===== config.mk =====
export PLATFORM = sky130hd
export DESIGN_NAME = vanilla_core_trigger_window_flat
export DESIGN_NICKNAME = d
export VERILOG_FILES = /design/src/rtl/bsg_vanilla_pkg.sv /design/src/rtl/vanilla_core_trigger_window_if.sv /design/src/rtl/vanilla_trigger_channel.sv /design/src/rtl/vanilla_core_trigger_window.sv /design/src/flat_wrapper.sv
export SDC_FILE = /design/constraint.sdc
export NUM_CORES = 1
export LEC_CHECK = 0
export ABC_AREA = 1
export CAP_MARGIN = 20
export CORE_UTILIZATION = 36
export DETAILED_ROUTE_END_ITERATION = 12
export GPL_TIMING_DRIVEN = 0
export PLACE_DENSITY = 0.82
export SKIP_CTS_REPAIR_TIMING = 1
export SYNTH_ARGS = -nofsm -noshare
export SYNTH_HDL_FRONTEND = slang
export SYNTH_SLANG_ARGS = --single-unit

===== constraint.sdc =====
create_clock -name clk_i -period 1.2 [get_ports clk_i]
set_clock_uncertainty 0.1 [all_clocks]
set_input_delay 0.18 -clock clk_i [delete_from_list [all_inputs] [get_ports clk_i]]
set_output_delay 0.18 -clock clk_i [all_outputs]
set_load 0.01 [all_outputs]

===== src/rtl/bsg_vanilla_pkg.sv =====
// Shared trigger-instruction encodings and the decode helper for vanilla_core_trigger_window.
package bsg_vanilla_pkg;

  // Custom-0 opcode; funct3 selects start/end, the channel travels in [24:20].
  localparam logic [31:0] TRIGGER_START_PATTERN = 32'b0000000_?????_00000_000_00000_0001011;
  localparam logic [31:0] TRIGGER_END_PATTERN   = 32'b0000000_?????_00000_001_00000_0001011;

  localparam int unsigned TRIGGER_CH_HI = 24;
  localparam int unsigned TRIGGER_CH_LO = 20;

  typedef enum logic [1:0] {
    TRIG_NONE  = 2'd0,
    TRIG_START = 2'd1,
    TRIG_END   = 2'd2
  } trig_op_e;

  function automatic trig_op_e decode_trigger(input logic [31:0] instr);
    trig_op_e op;
    op = TRIG_NONE;
    if (instr ==? TRIGGER_START_PATTERN)
      op = TRIG_START;
    else if (instr ==? TRIGGER_END_PATTERN)
      op = TRIG_END;
    return op;
  endfunction

endpackage


===== src/rtl/vanilla_core_trigger_window_if.sv =====
// Core-side bundle of vanilla_core_trigger_window: execute-stage inputs, global loopback and window outputs.
interface vanilla_core_trigger_window_if #(
  parameter int unsigned num_ch_p      = 4,
  parameter int unsigned count_width_p = 32
);
  logic [31:0]                       instr_i;
  logic                              instr_v_i;
  logic                              stall_i;
  logic                              leader_i;
  logic [num_ch_p-1:0]               global_en_i;
  logic [num_ch_p-1:0]               window_en_o;
  logic [num_ch_p-1:0]               toggle_start_o;
  logic [num_ch_p-1:0]               toggle_stop_o;
  logic [num_ch_p-1:0]               overflow_o;
  logic [num_ch_p-1:0]               underflow_o;
  logic [num_ch_p*count_width_p-1:0] active_cycles_o;

  modport master (
    output instr_i, instr_v_i, stall_i, leader_i, global_en_i,
    input  window_en_o, toggle_start_o, toggle_stop_o, overflow_o, underflow_o, active_cycles_o
  );

  modport slave (
    input  instr_i, instr_v_i, stall_i, leader_i, global_en_i,
    output window_en_o, toggle_start_o, toggle_stop_o, overflow_o, underflow_o, active_cycles_o
  );
endinterface


===== src/rtl/vanilla_trigger_channel.sv =====
// One trigger channel: nesting depth, sticky over/underflow flags and, with
// VANILLA_TRIGGER_COUNTERS_EN defined, a saturating active-cycle counter.
module vanilla_trigger_channel
  import bsg_vanilla_pkg::*;
#(
  parameter int unsigned max_depth_p   = 3,
  parameter int unsigned count_width_p = 32
) (
  input  logic                     clk_i,
  input  logic                     reset_n_i,
  input  trig_op_e                 op_i,
  output logic                     window_en_o,
  output logic                     overflow_o,
  output logic                     underflow_o,
  output logic [count_width_p-1:0] active_cycles_o
);

  localparam int unsigned depth_width_lp = $clog2(max_depth_p + 1);
  localparam logic [depth_width_lp-1:0] max_depth_lp = depth_width_lp'(max_depth_p);

  logic [depth_width_lp-1:0] depth_q, depth_n;
  logic                      overflow_n, underflow_n;

  always_comb begin
    depth_n     = depth_q;
    overflow_n  = overflow_o;
    underflow_n = underflow_o;
    case (op_i)
      TRIG_START: begin
        if (depth_q == max_depth_lp) overflow_n = 1'b1;
        else                         depth_n    = depth_q + 1'b1;
      end
      TRIG_END: begin
        if (depth_q == '0) underflow_n = 1'b1;
        else               depth_n     = depth_q - 1'b1;
      end
      default: ;
    endcase
  end

  // window_en_o is registered from the next depth so it opens the cycle after the accept.
  always_ff @(posedge clk_i or negedge reset_n_i) begin
    if (!reset_n_i) begin
      depth_q     <= '0;
      window_en_o <= 1'b0;
      overflow_o  <= 1'b0;
      underflow_o <= 1'b0;
    end else begin
      depth_q     <= depth_n;
      window_en_o <= (depth_n != '0);
      overflow_o  <= overflow_n;
      underflow_o <= underflow_n;
    end
  end

`ifdef VANILLA_TRIGGER_COUNTERS_EN
  logic [count_width_p-1:0] count_q;
  logic                     window_open;

  assign window_open = (op_i == TRIG_START) && (depth_q == '0);

  always_ff @(posedge clk_i or negedge reset_n_i) begin
    if (!reset_n_i)
      count_q <= '0;
    else if (window_open)
      count_q <= '0;
    else if (window_en_o && (count_q != '1))
      count_q <= count_q + 1'b1;
  end

  assign active_cycles_o = count_q;
`else
  assign active_cycles_o = '0;
`endif

endmodule


===== src/rtl/vanilla_core_trigger_window.sv =====
// Per-core trigger window controller: instruction decode, per-channel depth tracking and leader-only
// global edge pulses. Optional active-cycle counters are enabled by defining VANILLA_TRIGGER_COUNTERS_EN.
module vanilla_core_trigger_window
  import bsg_vanilla_pkg::*;
#(
  parameter int unsigned num_ch_p      = 4,
  parameter int unsigned max_depth_p   = 3,
  parameter int unsigned count_width_p = 32
) (
  input logic                        clk_i,
  input logic                        reset_n_i,
  vanilla_core_trigger_window_if.slave bus_if
);

  logic                                  accept;
  trig_op_e                              op;
  logic [TRIGGER_CH_HI-TRIGGER_CH_LO:0]  chan;
  logic [num_ch_p-1:0]                   window_en;
  logic [num_ch_p-1:0]                   overflow;
  logic [num_ch_p-1:0]                   underflow;
  logic [num_ch_p*count_width_p-1:0]     active_cycles;
  logic [num_ch_p-1:0]                   global_en_r;
  logic [num_ch_p-1:0]                   toggle_start_r;
  logic [num_ch_p-1:0]                   toggle_stop_r;

  assign accept = bus_if.instr_v_i & ~bus_if.stall_i;
  assign op     = decode_trigger(bus_if.instr_i);
  assign chan   = bus_if.instr_i[TRIGGER_CH_HI:TRIGGER_CH_LO];

  // Channels >= num_ch_p never match any generated index, so they are dropped here.
  for (genvar c = 0; c < num_ch_p; c++) begin : g_ch
    trig_op_e ch_op;
    assign ch_op = (accept && (chan == 5'(c))) ? op : TRIG_NONE;

    vanilla_trigger_channel #(
      .max_depth_p  (max_depth_p),
      .count_width_p(count_width_p)
    ) u_channel (
      .clk_i          (clk_i),
      .reset_n_i      (reset_n_i),
      .op_i           (ch_op),
      .window_en_o    (window_en[c]),
      .overflow_o     (overflow[c]),
      .underflow_o    (underflow[c]),
      .active_cycles_o(active_cycles[c*count_width_p +: count_width_p])
    );
  end

  always_ff @(posedge clk_i or negedge reset_n_i) begin
    if (!reset_n_i) begin
      global_en_r    <= '0;
      toggle_start_r <= '0;
      toggle_stop_r  <= '0;
    end else begin
      global_en_r    <= bus_if.global_en_i;
      toggle_start_r <= bus_if.global_en_i & ~global_en_r & {num_ch_p{bus_if.leader_i}};
      toggle_stop_r  <= ~bus_if.global_en_i & global_en_r & {num_ch_p{bus_if.leader_i}};
    end
  end

  assign bus_if.window_en_o     = window_en;
  assign bus_if.overflow_o      = overflow;
  assign bus_if.underflow_o     = underflow;
  assign bus_if.active_cycles_o = active_cycles;
  assign bus_if.toggle_start_o  = toggle_start_r;
  assign bus_if.toggle_stop_o   = toggle_stop_r;

endmodule


===== src/flat_wrapper.sv =====
// flat-port wrapper written by rule: the top's interface ports become plain ports
module vanilla_core_trigger_window_flat import bsg_vanilla_pkg::*;
#(
  parameter int unsigned num_ch_p      = 4,
  parameter int unsigned max_depth_p   = 3,
  parameter int unsigned count_width_p = 32
)
  (clk_i, reset_n_i, bus_if_instr_i, bus_if_instr_v_i, bus_if_stall_i, bus_if_leader_i, bus_if_global_en_i, bus_if_window_en_o, bus_if_toggle_start_o, bus_if_toggle_stop_o, bus_if_overflow_o, bus_if_underflow_o, bus_if_active_cycles_o);
  vanilla_core_trigger_window_if #(.num_ch_p(num_ch_p), .count_width_p(count_width_p)) bus_if_i ();
  input logic clk_i;
  input logic reset_n_i;
  input wire logic [$bits(bus_if_i.instr_i)-1:0] bus_if_instr_i;
  input wire logic [$bits(bus_if_i.instr_v_i)-1:0] bus_if_instr_v_i;
  input wire logic [$bits(bus_if_i.stall_i)-1:0] bus_if_stall_i;
  input wire logic [$bits(bus_if_i.leader_i)-1:0] bus_if_leader_i;
  input wire logic [$bits(bus_if_i.global_en_i)-1:0] bus_if_global_en_i;
  output wire logic [$bits(bus_if_i.window_en_o)-1:0] bus_if_window_en_o;
  output wire logic [$bits(bus_if_i.toggle_start_o)-1:0] bus_if_toggle_start_o;
  output wire logic [$bits(bus_if_i.toggle_stop_o)-1:0] bus_if_toggle_stop_o;
  output wire logic [$bits(bus_if_i.overflow_o)-1:0] bus_if_overflow_o;
  output wire logic [$bits(bus_if_i.underflow_o)-1:0] bus_if_underflow_o;
  output wire logic [$bits(bus_if_i.active_cycles_o)-1:0] bus_if_active_cycles_o;
  assign bus_if_i.instr_i = bus_if_instr_i;
  assign bus_if_i.instr_v_i = bus_if_instr_v_i;
  assign bus_if_i.stall_i = bus_if_stall_i;
  assign bus_if_i.leader_i = bus_if_leader_i;
  assign bus_if_i.global_en_i = bus_if_global_en_i;
  assign bus_if_window_en_o = bus_if_i.window_en_o;
  assign bus_if_toggle_start_o = bus_if_i.toggle_start_o;
  assign bus_if_toggle_stop_o = bus_if_i.toggle_stop_o;
  assign bus_if_overflow_o = bus_if_i.overflow_o;
  assign bus_if_underflow_o = bus_if_i.underflow_o;
  assign bus_if_active_cycles_o = bus_if_i.active_cycles_o;
  vanilla_core_trigger_window #(.num_ch_p(num_ch_p), .max_depth_p(max_depth_p), .count_width_p(count_width_p)) u_core (.clk_i(clk_i), .reset_n_i(reset_n_i), .bus_if(bus_if_i));
endmodule

==> flow_summary.toml <==
[power]
pwr-share-comb_pct = 28.8
power_density_mw_per_mm2 = 621
share_seq_of_total_power_pct = 40.3
power_switching_mw = 0.766
p_int_mw = 1.97
power.static_leakage_nw = 2.79
total_power_mw = 2.73
power.share.clock_pct = 30.9
peak_supply_drop_mv = 0.320
switching_share_pct = 28.0

[synth]
synthDominantCellAreaShare_pct = 38.6
post_syn_instances = 341
postSynth.asyncResetShare_pct = 100
netlist_top_cells_area = "sky130_fd_sc_hd__buf_4, sky130_fd_sc_hd__dfrtp_1, sky130_fd_sc_hd__inv_1"
netlist_area_mm2 = 0.00272
leading_area_contributor_after_synthesis = "sky130_fd_sc_hd__buf_4"
postSynthRegisterBits = 32
synth-main-ff-cell = "sky130_fd_sc_hd__dfrtp_1"
number_of_distinct_library_cells_after_synthesis = 26
synth-seq-area-share_pct = 29.4
mapped_avg_cell_area_um2 = 7.98
ys_warn_count = 0
synth_enable_flop_cells = 0
synth.most_common_cell = "sky130_fd_sc_hd__buf_4"
synth_commonest_cells = "sky130_fd_sc_hd__buf_4, sky130_fd_sc_hd__inv_1, sky130_fd_sc_hd__nand2_1, sky130_fd_sc_hd__dfrtp_1, sky130_fd_sc_hd__nor2_1"

[setup_path]
start_kind = "input pin"
cp.arrival_ns = 1.99
worst-path-max-fanout = 4
regToRegStartpoint = "u_core.g_ch[2].u_channel.depth_q[1]"
reg2regPathDepth = 4
worst_r2r_endpoint = "u_core.g_ch[2].u_channel.window_en_o"
cp.required_ns = 1.26
crit_path_end_kind = "flop"
worst-r2r-setup-slack_ns = -0.20
worst-setup-path-type = "in -> reg"

[detailed_routing]
wire_length_after_detailed_routing_mm = 6.31
antenna_left = 0
wl_per_cell_um = 9.83
drc = 0
drt-vias-per-instance = 3.58
first_pass_iters = 4
dr.first_iter.drc_count = 66
num_vias = 2298

[min_path]
timing.hold.worst_path_depth = 3
hold_path_startpoint = "bus_if_leader_i"
min_delay_worst_endpoint = "u_core.bus_if.toggle_stop_o[2]"
timing.hold.worst.class = "in -> reg"

[floorplan]
boundaryPins = 189
initial_core_util_pct = 37.3
die_w_um = 88.9
num_rows = 31
placeableCoreArea_mm2 = 0.00729
floorplan.die.height_um = 88.9
fp.dieArea_mm2 = 0.00791

[global_route]
largest_net_degree_at_the_start_of_global_routing = 23
groute.usage.overall_pct = 11.9
overflow = 0
first_pass_grt_wire_length_mm = 7.40
antenna_violations_before_repair = 0
grt_pass1_vias = 1800

[clock_network]
cts_root_buf = "sky130_fd_sc_hd__clkbuf_8"
clk_pin_slew_worst_paths_ns = 0.07
htreeDepth = 2
cts.path.max_buffers = 2
insertion_delay_ns = 0.28
cts-buffers-inserted = 5
cts_tree = "yes"
numClockSinks = 32

[timing]
setup_ws_ns = -0.732
hold_viol_final = 0
max-slew-margin-rel_pct = 57.9
totalNegativeSetupSlack_ns = -6.91
rsz_0062_raised_after_global_routing = "true"
max_slew.worst_pin.slew_ns = 0.630
timing.final.setup_violations = 15
final_period_minus_worst_setup_slack_ns = 1.93
report.final.slew_viol_count = 0
highest_clock_rate_mhz = 517
layout_worst_path_cycle_share_pct = 161

[placed_design]
globalplace.congestion = 0.723
number_of_port_buffers = 59
dp_hpwl_mm = 4.38
placed_cell_area_mm2 = 0.00395
dp_cells = 627

[cells_and_area]
post_layout_nonfiller_instances = 642
postLayoutCellArea_mm2 = 0.00440
area_growth_syn_to_layout_pct = 61.7
fillerInstances = 614
antenna-diode-count = 0
utilization_pct = 60.4
design.final.nets = 589
final_layout_size_suffix_gt1_share_pct = 46.6

[run_status]
failed_checks = "setup timing"
status = "complete, but fails checks"

[flow_run]
drv.max_cap_violation_count = 0
## power by group through the flow
stage | clock network (mW) | logic (mW) | registers (mW)
3_3_place_gp | 0 | 0.733 | 1.12
3_5_place_dp | 0 | 0.750 | 1.12
4_1_cts | 0.865 | 0.751 | 1.10
2_1_floorplan | 0 | 0.546 | 1.13
5_1_grt | 0.911 | 0.869 | 1.10
6_report | 0.844 | 0.788 | 1.10
## sequential cells by signal, summed over array words and instances (netlist names)
register / cells
u_core.bus_if.toggle_stop_o: 4
u_core.bus_if.toggle_start_o: 4
u_core.g_ch.u_channel.depth_q: 8
u_core.g_ch.u_channel.window_en_o: 4
u_core.global_en_r: 4
u_core.g_ch.u_channel.overflow_o: 4
u_core.g_ch.u_channel.underflow_o: 4
## how the worst max path moves through the flow
stage	startpoint	endpoint	slack, ns	cells after the start
CTS	bus_if_instr_i[28]	u_core.g_ch[3].u_channel.window_en_o	-0.95	14
floorplan	bus_if_instr_i[28]	u_core.g_ch[1].u_channel.window_en_o	-0.59	13
finish	bus_if_instr_i[22]	u_core.g_ch[2].u_channel.window_en_o	-0.73	11
detailed placement	bus_if_instr_i[28]	u_core.g_ch[2].u_channel.window_en_o	-1.23	13
global route	bus_if_instr_i[22]	u_core.g_ch[2].u_channel.window_en_o	-0.79	11
global placement	bus_if_instr_i[28]	u_core.g_ch[3].u_channel.window_en_o	-1.17	14
## final cells by class
type / count / area, um^2 / share of cell area, %
tap: 99 / 124 / 2.81
clock inverter: 2 / 10.0 / 0.227
clock buffer: 6 / 82.6 / 1.88
multi-input combinational: 256 / 1460 / 33.1
buffer: 136 / 1020 / 23.2
inverter: 39 / 148 / 3.35
timing repair buffer: 72 / 758 / 17.2
sequential: 32 / 801 / 18.2
## routing by layer
| layer | GRT usage [%] | routed length [um] | up-vias |
|---|---|---|---|
| met1 | 11.6 | 2100 | 1010 |
| met5 | 0 | 0 | - |
| met2 | 24.8 | 3720 | 105 |
| met4 | 3.17 | 85 | 0 |
| li1 | - | - | 1174 |
| met3 | 2.59 | 405 | 9 |
## critical path, stage by stage
cell                       delay [ns]
sky130_fd_sc_hd__clkbuf_2        0.08
sky130_fd_sc_hd__or2_4           0.26
sky130_fd_sc_hd__nor2_8          0.14
sky130_fd_sc_hd__nand4_1         0.25
sky130_fd_sc_hd__nor2_4          0.22
sky130_fd_sc_hd__inv_2           0.06
sky130_fd_sc_hd__ha_4            0.16
sky130_fd_sc_hd__a21oi_2         0.12
sky130_fd_sc_hd__or2_4           0.15
sky130_fd_sc_hd__o211ai_2        0.11
sky130_fd_sc_hd__or2_1           0.26
## stage by stage
step / hold slack, ns / setup slack [ns]
global route: 0.175 / -0.789
floorplan: -0.216 / -0.592
CTS: 0.124 / -0.948
detailed placement: 0.316 / -1.23
finish: 0.142 / -0.732
global placement: 0.305 / -1.17
## cells by family (layout without fill, tap and decap cells)
logic type	Yosys count	count (layout)	synth area share, %
AND/OR/NAND/NOR	103	103	18.3
AO/OA/AOI/OAI	19	19	5.24
flip-flops	32	32	29.4
adder cells (fa/ha/maj)	6	6	2.76
other	1	128	0.138
buffers and inverters	180	255	44.2
## cell usage in the layout (no fill, tap or decap)
| master | count |
|---|---|
| sky130_fd_sc_hd__inv_1 | 18 |
| sky130_fd_sc_hd__clkbuf_2 | 12 |
| sky130_fd_sc_hd__o21ai_2 | 3 |
| sky130_fd_sc_hd__o21bai_2 | 2 |
| sky130_fd_sc_hd__or2_1 | 3 |
| sky130_fd_sc_hd__clkbuf_8 | 6 |
| sky130_fd_sc_hd__ha_4 | 5 |
| sky130_fd_sc_hd__nor2_2 | 5 |
| sky130_fd_sc_hd__a21oi_1 | 3 |
| sky130_fd_sc_hd__nor2_4 | 11 |
| sky130_fd_sc_hd__dfrtp_1 | 32 |
| sky130_fd_sc_hd__nor2_1 | 19 |
| sky130_fd_sc_hd__nand4_1 | 5 |
| sky130_fd_sc_hd__o211ai_1 | 2 |
| sky130_fd_sc_hd__conb_1 | 128 |
| sky130_fd_sc_hd__nand3_4 | 4 |
| sky130_fd_sc_hd__nor3_1 | 1 |
| sky130_fd_sc_hd__buf_16 | 1 |
| sky130_fd_sc_hd__nand3_2 | 6 |
| sky130_fd_sc_hd__buf_6 | 13 |
| sky130_fd_sc_hd__ha_2 | 1 |
| sky130_fd_sc_hd__nor2_8 | 1 |
| sky130_fd_sc_hd__inv_2 | 20 |
| sky130_fd_sc_hd__clkdlybuf4s50_1 | 5 |
| sky130_fd_sc_hd__nand2_2 | 7 |
| sky130_fd_sc_hd__or2_4 | 4 |
| sky130_fd_sc_hd__buf_4 | 142 |
| sky130_fd_sc_hd__clkbuf_1 | 1 |
| sky130_fd_sc_hd__a21oi_2 | 3 |
| sky130_fd_sc_hd__nand4_4 | 1 |
| sky130_fd_sc_hd__clkinv_2 | 3 |
| sky130_fd_sc_hd__nand2_1 | 32 |
| sky130_fd_sc_hd__o211ai_2 | 3 |
| sky130_fd_sc_hd__dlymetal6s2s_1 | 34 |
| sky130_fd_sc_hd__nand3_1 | 4 |
| sky130_fd_sc_hd__a21o_1 | 3 |
Power figures use the tool's default switching activity.
